**config.mk**
```make
export PLATFORM = sky130hd
export DESIGN_NAME = mem_req_queue
export DESIGN_NICKNAME = d
export VERILOG_FILES = /design/src/rtl/mem_req_pkg.sv /design/src/rtl/mem_req_fifo.sv /design/src/rtl/mem_req_queue.sv
export SDC_FILE = /design/constraint.sdc
export NUM_CORES = 1
export LEC_CHECK = 0
export CAP_MARGIN = 20
export CORE_ASPECT_RATIO = 1.75
export CORE_MARGIN = 3
export CORE_UTILIZATION = 40
export DETAILED_ROUTE_END_ITERATION = 10
export GPL_TIMING_DRIVEN = 0
export PLACE_DENSITY_LB_ADDON = 0.08
export SYNTH_ARGS = -nofsm -noshare
export SYNTH_HDL_FRONTEND = slang
export SYNTH_HIERARCHICAL = 1
export SYNTH_SLANG_ARGS = --single-unit
export TNS_END_PERCENT = 100
```
**constraint.sdc**
```tcl
create_clock -name clk -period 4.5 [get_ports clk]
set_clock_uncertainty 0.05 [all_clocks]
set_input_delay 0.45 -clock clk [delete_from_list [all_inputs] [get_ports clk]]
set_output_delay 0.45 -clock clk [all_outputs]
set_load 0.01 [all_outputs]
```
**src/rtl/mem_req_pkg.sv**
```systemverilog
`default_nettype none
// ============================================================================
// Package  : mem_req_pkg
// Brief    : Request record, FSM state encoding and widths shared by the
//            memory request queue and its FIFO.
// Revision : 1.0 - initial release
// ============================================================================
package mem_req_pkg;

    localparam int MEMQ_ADDR_W = 16;
    localparam int MEMQ_DATA_W = 16;

    typedef struct packed {
        logic                   wr;
        logic [MEMQ_ADDR_W-1:0] addr;
        logic [MEMQ_DATA_W-1:0] data;
    } mem_req_t;

    typedef enum logic [1:0] {
        IDLE    = 2'd0,
        BUSY    = 2'd1,
        WAITRSP = 2'd2
    } memq_state_t;

    // Halfword accesses must be even-addressed.
    function automatic logic memq_is_misaligned(input mem_req_t req);
        return req.addr[0];
    endfunction

endpackage
`default_nettype wire

```
**src/rtl/mem_req_fifo.sv**
```systemverilog
`default_nettype none
// ============================================================================
// Module   : mem_req_fifo
// Brief    : Synchronous FIFO of mem_req_t entries with push/pop/full/empty.
//            Pointers carry one extra wrap bit so full and empty differ only
//            in the MSB.
// Revision : 1.0 - initial release
// ============================================================================
module mem_req_fifo
    import mem_req_pkg::*;
#(
    parameter int DEPTH = 2
) (
    input  logic     clk,
    input  logic     rst,
    input  logic     i_push,
    input  mem_req_t i_push_data,
    input  logic     i_pop,
    output mem_req_t o_head,
    output logic     o_full,
    output logic     o_empty
);

    localparam int AW = $clog2(DEPTH);
    localparam int PW = AW + 1;

    logic [PW-1:0] r_wr_ptr;
    logic [PW-1:0] r_rd_ptr;
    mem_req_t      r_mem [DEPTH];

    logic w_do_push;
    logic w_do_pop;

    assign o_empty = (r_wr_ptr == r_rd_ptr);
    assign o_full  = (r_wr_ptr[PW-1] != r_rd_ptr[PW-1]) &&
                     (r_wr_ptr[AW-1:0] == r_rd_ptr[AW-1:0]);

    assign w_do_push = i_push & ~o_full;
    assign w_do_pop  = i_pop & ~o_empty;

    assign o_head = r_mem[r_rd_ptr[AW-1:0]];

    always_ff @(posedge clk or posedge rst) begin
        if (rst) begin
            r_wr_ptr <= '0;
            r_rd_ptr <= '0;
        end else begin
            if (w_do_push) begin
                r_wr_ptr <= r_wr_ptr + PW'(1);
            end
            if (w_do_pop) begin
                r_rd_ptr <= r_rd_ptr + PW'(1);
            end
        end
    end

    // Storage needs no reset: an entry is only read after it has been written.
    always_ff @(posedge clk) begin
        if (w_do_push) begin
            r_mem[r_wr_ptr[AW-1:0]] <= i_push_data;
        end
    end

endmodule
`default_nettype wire

```
**src/rtl/mem_req_queue.sv**
```systemverilog
`default_nettype none
// ============================================================================
// Module   : mem_req_queue
// Brief    : Queues pipeline load/store requests, issues them one at a time to
//            mem_system and returns each completion through a response register.
// Config   : MEMQ_ALIGN_CHK_EN - odd addresses complete locally with rsp_err.
// Revision : 1.0 - initial release
// ============================================================================
module mem_req_queue
    import mem_req_pkg::*;
#(
    parameter int DEPTH = 2
) (
    input  logic                   clk,
    input  logic                   rst,
    // request side
    input  logic                   req_valid,
    output logic                   req_ready,
    input  logic                   req_wr,
    input  logic [MEMQ_ADDR_W-1:0] req_addr,
    input  logic [MEMQ_DATA_W-1:0] req_data,
    // response side
    output logic                   rsp_valid,
    input  logic                   rsp_ready,
    output logic [MEMQ_DATA_W-1:0] rsp_data,
    output logic                   rsp_hit,
    output logic                   rsp_err,
    // mem_system side
    output logic [MEMQ_ADDR_W-1:0] mem_addr,
    output logic [MEMQ_DATA_W-1:0] mem_data_in,
    output logic                   mem_rd,
    output logic                   mem_wr,
    input  logic [MEMQ_DATA_W-1:0] mem_data_out,
    input  logic                   mem_done,
    input  logic                   mem_hit,
    input  logic                   mem_err
);

    localparam logic [1:0] ST_IDLE    = IDLE;
    localparam logic [1:0] ST_BUSY    = BUSY;
    localparam logic [1:0] ST_WAITRSP = WAITRSP;

    logic [1:0]             r_state;
    mem_req_t               r_issue;
    logic                   r_rsp_valid;
    logic [MEMQ_DATA_W-1:0] r_rsp_data;
    logic                   r_rsp_hit;
    logic                   r_rsp_err;

    mem_req_t w_push_req;
    mem_req_t w_head;
    logic     w_full;
    logic     w_empty;
    logic     w_push;
    logic     w_start;
    logic     w_misaligned;
    logic     w_done;
    logic     w_rsp_drain;
    logic     w_rsp_free;
    logic     w_rsp_stuck;

    assign w_push_req = '{wr: req_wr, addr: req_addr, data: req_data};
    assign w_push     = req_valid & ~w_full;
    assign req_ready  = ~w_full;

    mem_req_fifo #(
        .DEPTH(DEPTH)
    ) u_fifo (
        .clk        (clk),
        .rst        (rst),
        .i_push     (w_push),
        .i_push_data(w_push_req),
        .i_pop      (w_start),
        .o_head     (w_head),
        .o_full     (w_full),
        .o_empty    (w_empty)
    );

    assign w_rsp_drain = r_rsp_valid & rsp_ready;
    assign w_rsp_free  = ~r_rsp_valid | rsp_ready;
    assign w_rsp_stuck = r_rsp_valid & ~rsp_ready;

    // Issue only when the completion will have somewhere to land.
    assign w_start = (r_state == ST_IDLE) & ~w_empty & w_rsp_free;
    assign w_done  = (r_state == ST_BUSY) & mem_done;

`ifdef MEMQ_ALIGN_CHK_EN
    assign w_misaligned = memq_is_misaligned(w_head);
`else
    assign w_misaligned = 1'b0;
`endif

    always_ff @(posedge clk or posedge rst) begin
        if (rst) begin
            r_state <= ST_IDLE;
            r_issue <= '0;
        end else begin
            case (r_state)
                ST_IDLE: begin
                    if (w_start && !w_misaligned) begin
                        r_issue <= w_head;
                        r_state <= ST_BUSY;
                    end
                end
                ST_BUSY: begin
                    if (mem_done) begin
                        r_state <= w_rsp_stuck ? ST_WAITRSP : ST_IDLE;
                    end
                end
                ST_WAITRSP: begin
                    if (w_rsp_drain) begin
                        r_state <= ST_IDLE;
                    end
                end
                default: begin
                    r_state <= ST_IDLE;
                end
            endcase
        end
    end

    // A capture takes priority over a drain so the new completion is kept.
    always_ff @(posedge clk or posedge rst) begin
        if (rst) begin
            r_rsp_valid <= 1'b0;
            r_rsp_data  <= '0;
            r_rsp_hit   <= 1'b0;
            r_rsp_err   <= 1'b0;
        end else if (w_done) begin
            r_rsp_valid <= 1'b1;
            r_rsp_data  <= r_issue.wr ? '0 : mem_data_out;
            r_rsp_hit   <= mem_hit;
            r_rsp_err   <= mem_err | w_rsp_stuck;
        end else if (w_start && w_misaligned) begin
            r_rsp_valid <= 1'b1;
            r_rsp_data  <= '0;
            r_rsp_hit   <= 1'b0;
            r_rsp_err   <= 1'b1;
        end else if (w_rsp_drain) begin
            r_rsp_valid <= 1'b0;
            r_rsp_data  <= '0;
            r_rsp_hit   <= 1'b0;
            r_rsp_err   <= 1'b0;
        end
    end

    assign rsp_valid = r_rsp_valid;
    assign rsp_data  = r_rsp_data;
    assign rsp_hit   = r_rsp_hit;
    assign rsp_err   = r_rsp_err;

    // Strobes decode straight from state so an async reset drops them at once.
    assign mem_rd      = (r_state == ST_BUSY) & ~r_issue.wr;
    assign mem_wr      = (r_state == ST_BUSY) &  r_issue.wr;
    assign mem_addr    = r_issue.addr;
    assign mem_data_in = r_issue.data;

endmodule
`default_nettype wire

```
==> flow_metrics.py, run 1 <==
metrics = {
    "run_status": {
        "status": "completed",
    },
    "clock_tree": {
        "cts_hold_buf": 0,
        "cts-root-buf": "clkbuf_16",
        "post_cts_buffers": 0,
        "cts_buffers": 17,
        "clock_latency_ns": 0.40,
        "clock-sinks": 124,
        "cts_tree": "yes",
        "cts_resized": 0,
        "cts_htree_levels": 4,
        "path_clk_slew_ns": 0.05,
        "cts_buffer_depth": 2,
    },
    "logic_synthesis": {
        "synth_fa_ha_area_frac": 0,
        "synthArstFlopShare": 0.468,
        "yosysWarnings": 6,
        "synth_area_leaders": "edfxtp_1, dfrtp_1, mux2_2",
        "synthTopCellsByCount": "edfxtp_1, dfrtp_1, mux2_2",
        "synth_xor_area_frac": 0.00671,
        "synth_compound_gate_area_share": 0.0460,
        "synthSimpleGateAreaFrac": 0.0236,
        "synth_top_family_by_area": "multiplexers",
        "syn_area_um2": 5040,
        "ys_seq_area_frac": 0.682,
        "synth_edf_count": 66,
        "synth_most_common_cell": "edfxtp_1",
        "synth.area.mux_share": 0.175,
        "synth_top_cell_by_area": "edfxtp_1",
        "ys_ff_latch": 124,
        "synth_cell_types": 30,
        "synth.net_count": 350,
        "yosys.area.top_type_share": 0.394,
        "syn_inst": 294,
        "avgSynthCellArea_um2": 17.1,
        "yosys_most_used_dff": "edfxtp_1",
    },
    "setup_path": {
        "required_ns": 4.00,
        "cpLargestDelayFamily": "buffers and inverters",
        "path_class": "reg -> out",
        "cp-start-kind": "flip-flop",
        "cp.arrival_ns": 1.98,
        "crit-reg2reg-launch": "u_fifo/r_rd_ptr[0]",
        "timing.rr.end": "u_fifo/r_mem[1][18]",
        "cp_slowest_stage_delay_ns": 0.55,
        "crit_path_cell_trace": "buf_2 -> xor2_1 -> nor2_1 -> inv_1 -> clkdlybuf4s50_1",
        "worstRegToRegCells": 7,
        "ff2ff_setup_slack_ns": 2.04,
        "cp_max_fo": 10,
        "end_kind": "output pin",
        "cp_num_buf_inv": 3,
        "slowest_stage": "clkdlybuf4s50_1",
    },
    "pwr": {
        "p_leak_nw": 2.86,
        "powerDensity_nw_per_um2": 800,
        "vdd_drop_max_mv": 0.430,
    },
    "min_path": {
        "hold_path.class": "in -> async",
    },
    "floorplanning": {
        "start_util": 0.415,
        "core_region_area_um2": 12100,
        "dieArea_um2": 14000,
        "io_pins": 110,
        "die_height_um": 154,
        "rows": 53,
        "die_w_um": 90.8,
    },
    "route": {
        "wl_per_cell_um": 16.4,
        "ant_nets": 0,
        "vias": 2790,
        "first_iter_violations": 92,
        "drtPass1Iterations": 4,
        "vias_per_cell": 4.63,
        "drc": 0,
        "routed_wl_mm": 9.89,
    },
    "place": {
        "gp_congestion": 0.720,
        "io_buffers": 109,
        "dp.cells": 571,
        "hpwl_mm": 6.85,
    },
    "timing": {
        "slew_viol_final": 0,
        "fin_crit_ns": 2.48,
        "setup_viol": 0,
        "hold_ws_ns": 0.252,
        "fin_crit_sh": 0.552,
        "hold_viol": 0,
        "rsz0062_at_grt": "false",
        "worst_slew_pin_slew_ns": 0.599,
        "slew_headroom": 0.601,
        "fmax_mhz": 403,
    },
    "global_route": {
        "grt.total_usage": 0.149,
        "gr-total-overflow": 0,
        "grt_max_degree": 33,
        "grt_pass1_vias": 3104,
        "antenna_found_initial": 0,
        "grt_pass1_wl_mm": 16.0,
    },
    "cells_and_area": {
        "multi_input_area_um2": 1270,
        "fin_cells": 603,
        "nets": 481,
        "seqCellArea_um2": 3430,
        "antenna_cells": 0,
        "fillCellCount": 1020,
        "area_growth_pct": 38.8,
        "drive_above_1_share": 0.345,
    },
    "flow_run": {
        "cap_violations": 0,
    },
}
[sequential cells by signal (all words and copies together) (netlist names)]
signal / cells
mem_addr: 16
mem_data_in: 16
r_issue: 1
r_state: 2
rsp_data: 16
rsp_err: 1
rsp_hit: 1
rsp_valid: 1
u_fifo/r_mem: 66
u_fifo/r_rd_ptr: 2
u_fifo/r_wr_ptr: 2
[cells by family after synthesis]
logic type                after synthesis
and+or+nand+nor                        22
buffers and inverters                  48
AOI/OAI and AO/OA                      28
muxes                                  69
xor gates and xnor gates                3
DFF                                   124
[metrics by stage]
step / setup TNS (ns) / area [um^2] / utilization / power (mW) / worst slack, ns
finish: 0 / 6990 / 0.576 / 5.60 / 2.02
global route: 0 / 6990 / 0.576 / 5.91 / 1.89
CTS: 0 / 6990 / 0.576 / 5.70 / 1.97
detailed placement: 0 / 6410 / 0.528 / 4.35 / 1.99
global placement: -9.15 / 6330 / 0.522 / 4.25 / -0.278
floorplan: 0 / 5040 / - / 3.43 / 1.26
[cells in the final DEF (no fill, tap or decap), types with 3 or more instances in the layout]
cell type,Yosys,final
buf_2,4,4
nor2_1,4,4
clkinv_4,0,3
clkinv_2,0,5
buf_4,33,33
edfxtp_1,66,66
a22o_1,17,17
o21ai_0,5,5
clkdlybuf4s50_1,0,109
dfrtp_1,58,58
nand2_1,8,8
clkbuf_16,0,17
mux2_2,39,39
mux2_4,28,28
buf_6,4,4
inv_1,7,6
[metal layers]
layer,global-route usage,part of all wire,vias up
li1,-,-,1307
met1,0.151,0.39,1392
met2,0.282,0.56,80
met3,0.0394,0.038,11
met4,0.0626,0.014,0
met5,0,0,-
[how the worst max path moves through the flow]
stage,startpoint,end,slack [ns],cells past startpoint
after floorplan,u_fifo/r_rd_ptr[0],u_fifo/r_mem[1][0],1.26,6
after global placement,u_fifo/r_rd_ptr[0],u_fifo/r_mem[1][11],-0.28,6
after detailed placement,u_fifo/r_rd_ptr[0],u_fifo/r_mem[1][11],1.99,7
after CTS,u_fifo/r_rd_ptr[0],req_ready,1.97,5
after global routing,u_fifo/r_rd_ptr[0],u_fifo/r_mem[1][18],1.89,7
final,u_fifo/r_rd_ptr[0],req_ready,2.02,5
[power by group]
part	switching, mW	total (mW)	internal [mW]
combinational	0.941	2.39	1.45
clock	0.475	1.32	0.841
sequential	0.200	1.89	1.69
[layout make-up]
class                   instances  share of cell area
plain buffers                  41              0.0447
clock inverters                11              0.0170
flip-flops and latches        124               0.491
clock buffers                  21              0.0659
repair buffers                112               0.166
inverters                       7             0.00376
multi-input cells             122               0.182
well taps                     165              0.0295
(Power assumes the default switching activity.)
==> run 2, diff against run 1 <==
Clock period 4.5 ns to 2.1 ns, I/O delays scaled along.
==> run 2 against run 1 <==
Compared with the run above: wire length rose by 0.47%; flip-flop and latch count unchanged; combinational power up 120%; clock-buffer cell count is 4 lower; sequential share of layout area is 0.69 points lower; power rose by 120%; clock power up 130%; via count grew 1.2%; first-iteration DRC count down 20%; global-route usage up 0.089 points; utilization is 0.85 points higher; highest routed layer unchanged.
==> flow_metrics.py, run 2 (synthesized netlist as in run 1, its figures left out) <==
metrics = {
    "place": {
        "io_buffers": 109,
        "hpwl_mm": 6.72,
        "dp.cells": 570,
        "gp_congestion": 0.668,
    },
    "route": {
        "vias": 2824,
        "routed_wl_mm": 9.94,
        "vias_per_cell": 4.66,
        "drc": 0,
        "wl_per_cell_um": 16.4,
        "drtPass1Iterations": 7,
        "ant_nets": 0,
        "first_iter_violations": 74,
    },
    "floorplanning": {
        "die_height_um": 154,
        "dieArea_um2": 14000,
        "die_w_um": 90.8,
        "io_pins": 110,
        "start_util": 0.415,
        "core_region_area_um2": 12100,
        "rows": 53,
    },
    "setup_path": {
        "cp.arrival_ns": 2.26,
        "path_class": "reg -> reg",
        "end_kind": "flip-flop",
        "required_ns": 2.33,
        "cp_max_fo": 10,
        "cp-start-kind": "flip-flop",
    },
    "cells_and_area": {
        "final_cell_mix": "clkdlybuf4s50_1, edfxtp_1, dfrtp_1, mux2_2, buf_4",
        "fillCellCount": 983,
        "area_growth_pct": 40.9,
        "largest_reg_flops": 66,
        "drive_above_1_share": 0.354,
        "antenna_cells": 0,
        "fin_cells": 606,
        "nets": 484,
        "mostFrequentLayoutCell": "clkdlybuf4s50_1",
    },
    "pwr": {
        "powerDensity_nw_per_um2": 1740,
        "p_leak_nw": 2.89,
        "vdd_drop_max_mv": 0.920,
        "p_total_mw": 12.3,
    },
    "clock_tree": {
        "cts_buffer_depth": 2,
        "cts-root-buf": "clkbuf_16",
        "clock-sinks": 124,
        "cts_buffers": 17,
        "path_clk_slew_ns": 0.06,
        "clock_latency_ns": 0.40,
        "cts_htree_levels": 4,
        "cts_tree": "yes",
    },
    "timing": {
        "fmax_mhz": 494,
        "slew_headroom": 0.625,
        "slew_viol_final": 0,
        "fin_setup_tns_ns": 0,
        "fin_crit_sh": 0.964,
        "fin_crit_ns": 2.02,
        "hold_viol": 0,
        "rsz0062_at_grt": "true",
        "worst_slew_pin_slew_ns": 0.562,
        "setup_viol": 0,
    },
    "global_route": {
        "grt_max_degree": 35,
        "grt_pass1_vias": 3193,
        "antenna_found_initial": 0,
        "grt.total_usage": 0.150,
        "grt_pass1_wl_mm": 16.1,
        "gr-total-overflow": 0,
    },
    "run_status": {
        "status": "completed",
    },
    "min_path": {
        "hold_path.class": "in -> reg",
    },
    "flow_run": {
        "cap_violations": 0,
    },
}
run 2: cell count changes in the layout (fill, tap and decap cells not counted), sizes merged:
cell | previous run | this run
buf | 44 | 46
bufinv | 2 | 4
clkbuf | 21 | 17
clkdlybuf4s50 | 109 | 108
clkinv | 8 | 6
clkinvlp | 1 | 2
dlygate4sd2 | 0 | 1
dlygate4sd3 | 0 | 1
inv | 7 | 10
run 2: repair_timing:
item / CTS / global route
cloned: 0 / 0
hold endpoints to repair: 2 / 0
endpoints found under the setup margin: 67 / 51
pin swaps: 1 / 0
resized for setup: 4 / 6
setup buffers: 2 / 1
hold buffers: 1 / 0
run 2: path summary, 6_finish.rpt:
kind	from	end	slack, ns	depth (start not counted)
min in group asynchronous	rst	u_fifo/r_rd_ptr[1]	0.59	3
hold / removal	req_addr[9]	u_fifo/r_mem[1][25]	0.34	1
hold reg to reg	rsp_data[15]	rsp_data[15]	0.45	1
setup reg to reg	u_fifo/r_rd_ptr[1]	u_fifo/r_rd_ptr[0]	0.08	7
setup / recovery	u_fifo/r_rd_ptr[1]	u_fifo/r_rd_ptr[0]	0.08	7
max in group asynchronous	rst	mem_data_in[6]	0.71	4
run 2: power breakdown:
part	switching (mW)	internal (mW)	total, mW	leakage, nW
sequential	0.454	3.63	4.09	1.32
combinational	2.07	3.15	5.22	1.27
clock	1.05	1.98	3.04	0.297
total	3.57	8.76	12.3	2.89
run 2: area by class of cell:
class / instances / area [um^2] / area share
well taps: 165 / 206 / 0.0291
plain buffers: 41 / 323 / 0.0455
repair buffers: 115 / 1180 / 0.166
clock inverters: 15 / 195 / 0.0275
flip-flops and latches: 124 / 3430 / 0.484
inverters: 7 / 26.3 / 0.00370
clock buffers: 17 / 425 / 0.0600
multi-input cells: 122 / 1310 / 0.184
run 2: per-layer routing:
layer,global-route usage,wire length [um]
met1,0.159,3790
met2,0.279,5560
met3,0.0409,470
met4,0.0561,114
met5,0,0
run 2: stage by stage:
step                      hold WS [ns]  cell area (um^2)   util  setup WS, ns
final                            0.337              7090  0.585        0.0762
after CTS                        0.315              7060  0.582        0.0286
after floorplan                -0.0739              5050      -       -0.0625
after detailed placement         0.421              6400  0.527        -0.463
after global routing             0.320              7090  0.585       -0.0291
after global placement           0.391              6350  0.523        -0.803
run 2: worst max-delay path: stages, from the launching register on:
cell,delay [ns]
dfrtp_1,0.47
xor2_1,0.30
nor2_1,0.11
nor3_2,0.18
o21ai_4,0.16
buf_6,0.20
inv_1,0.08
mux2_2,0.33
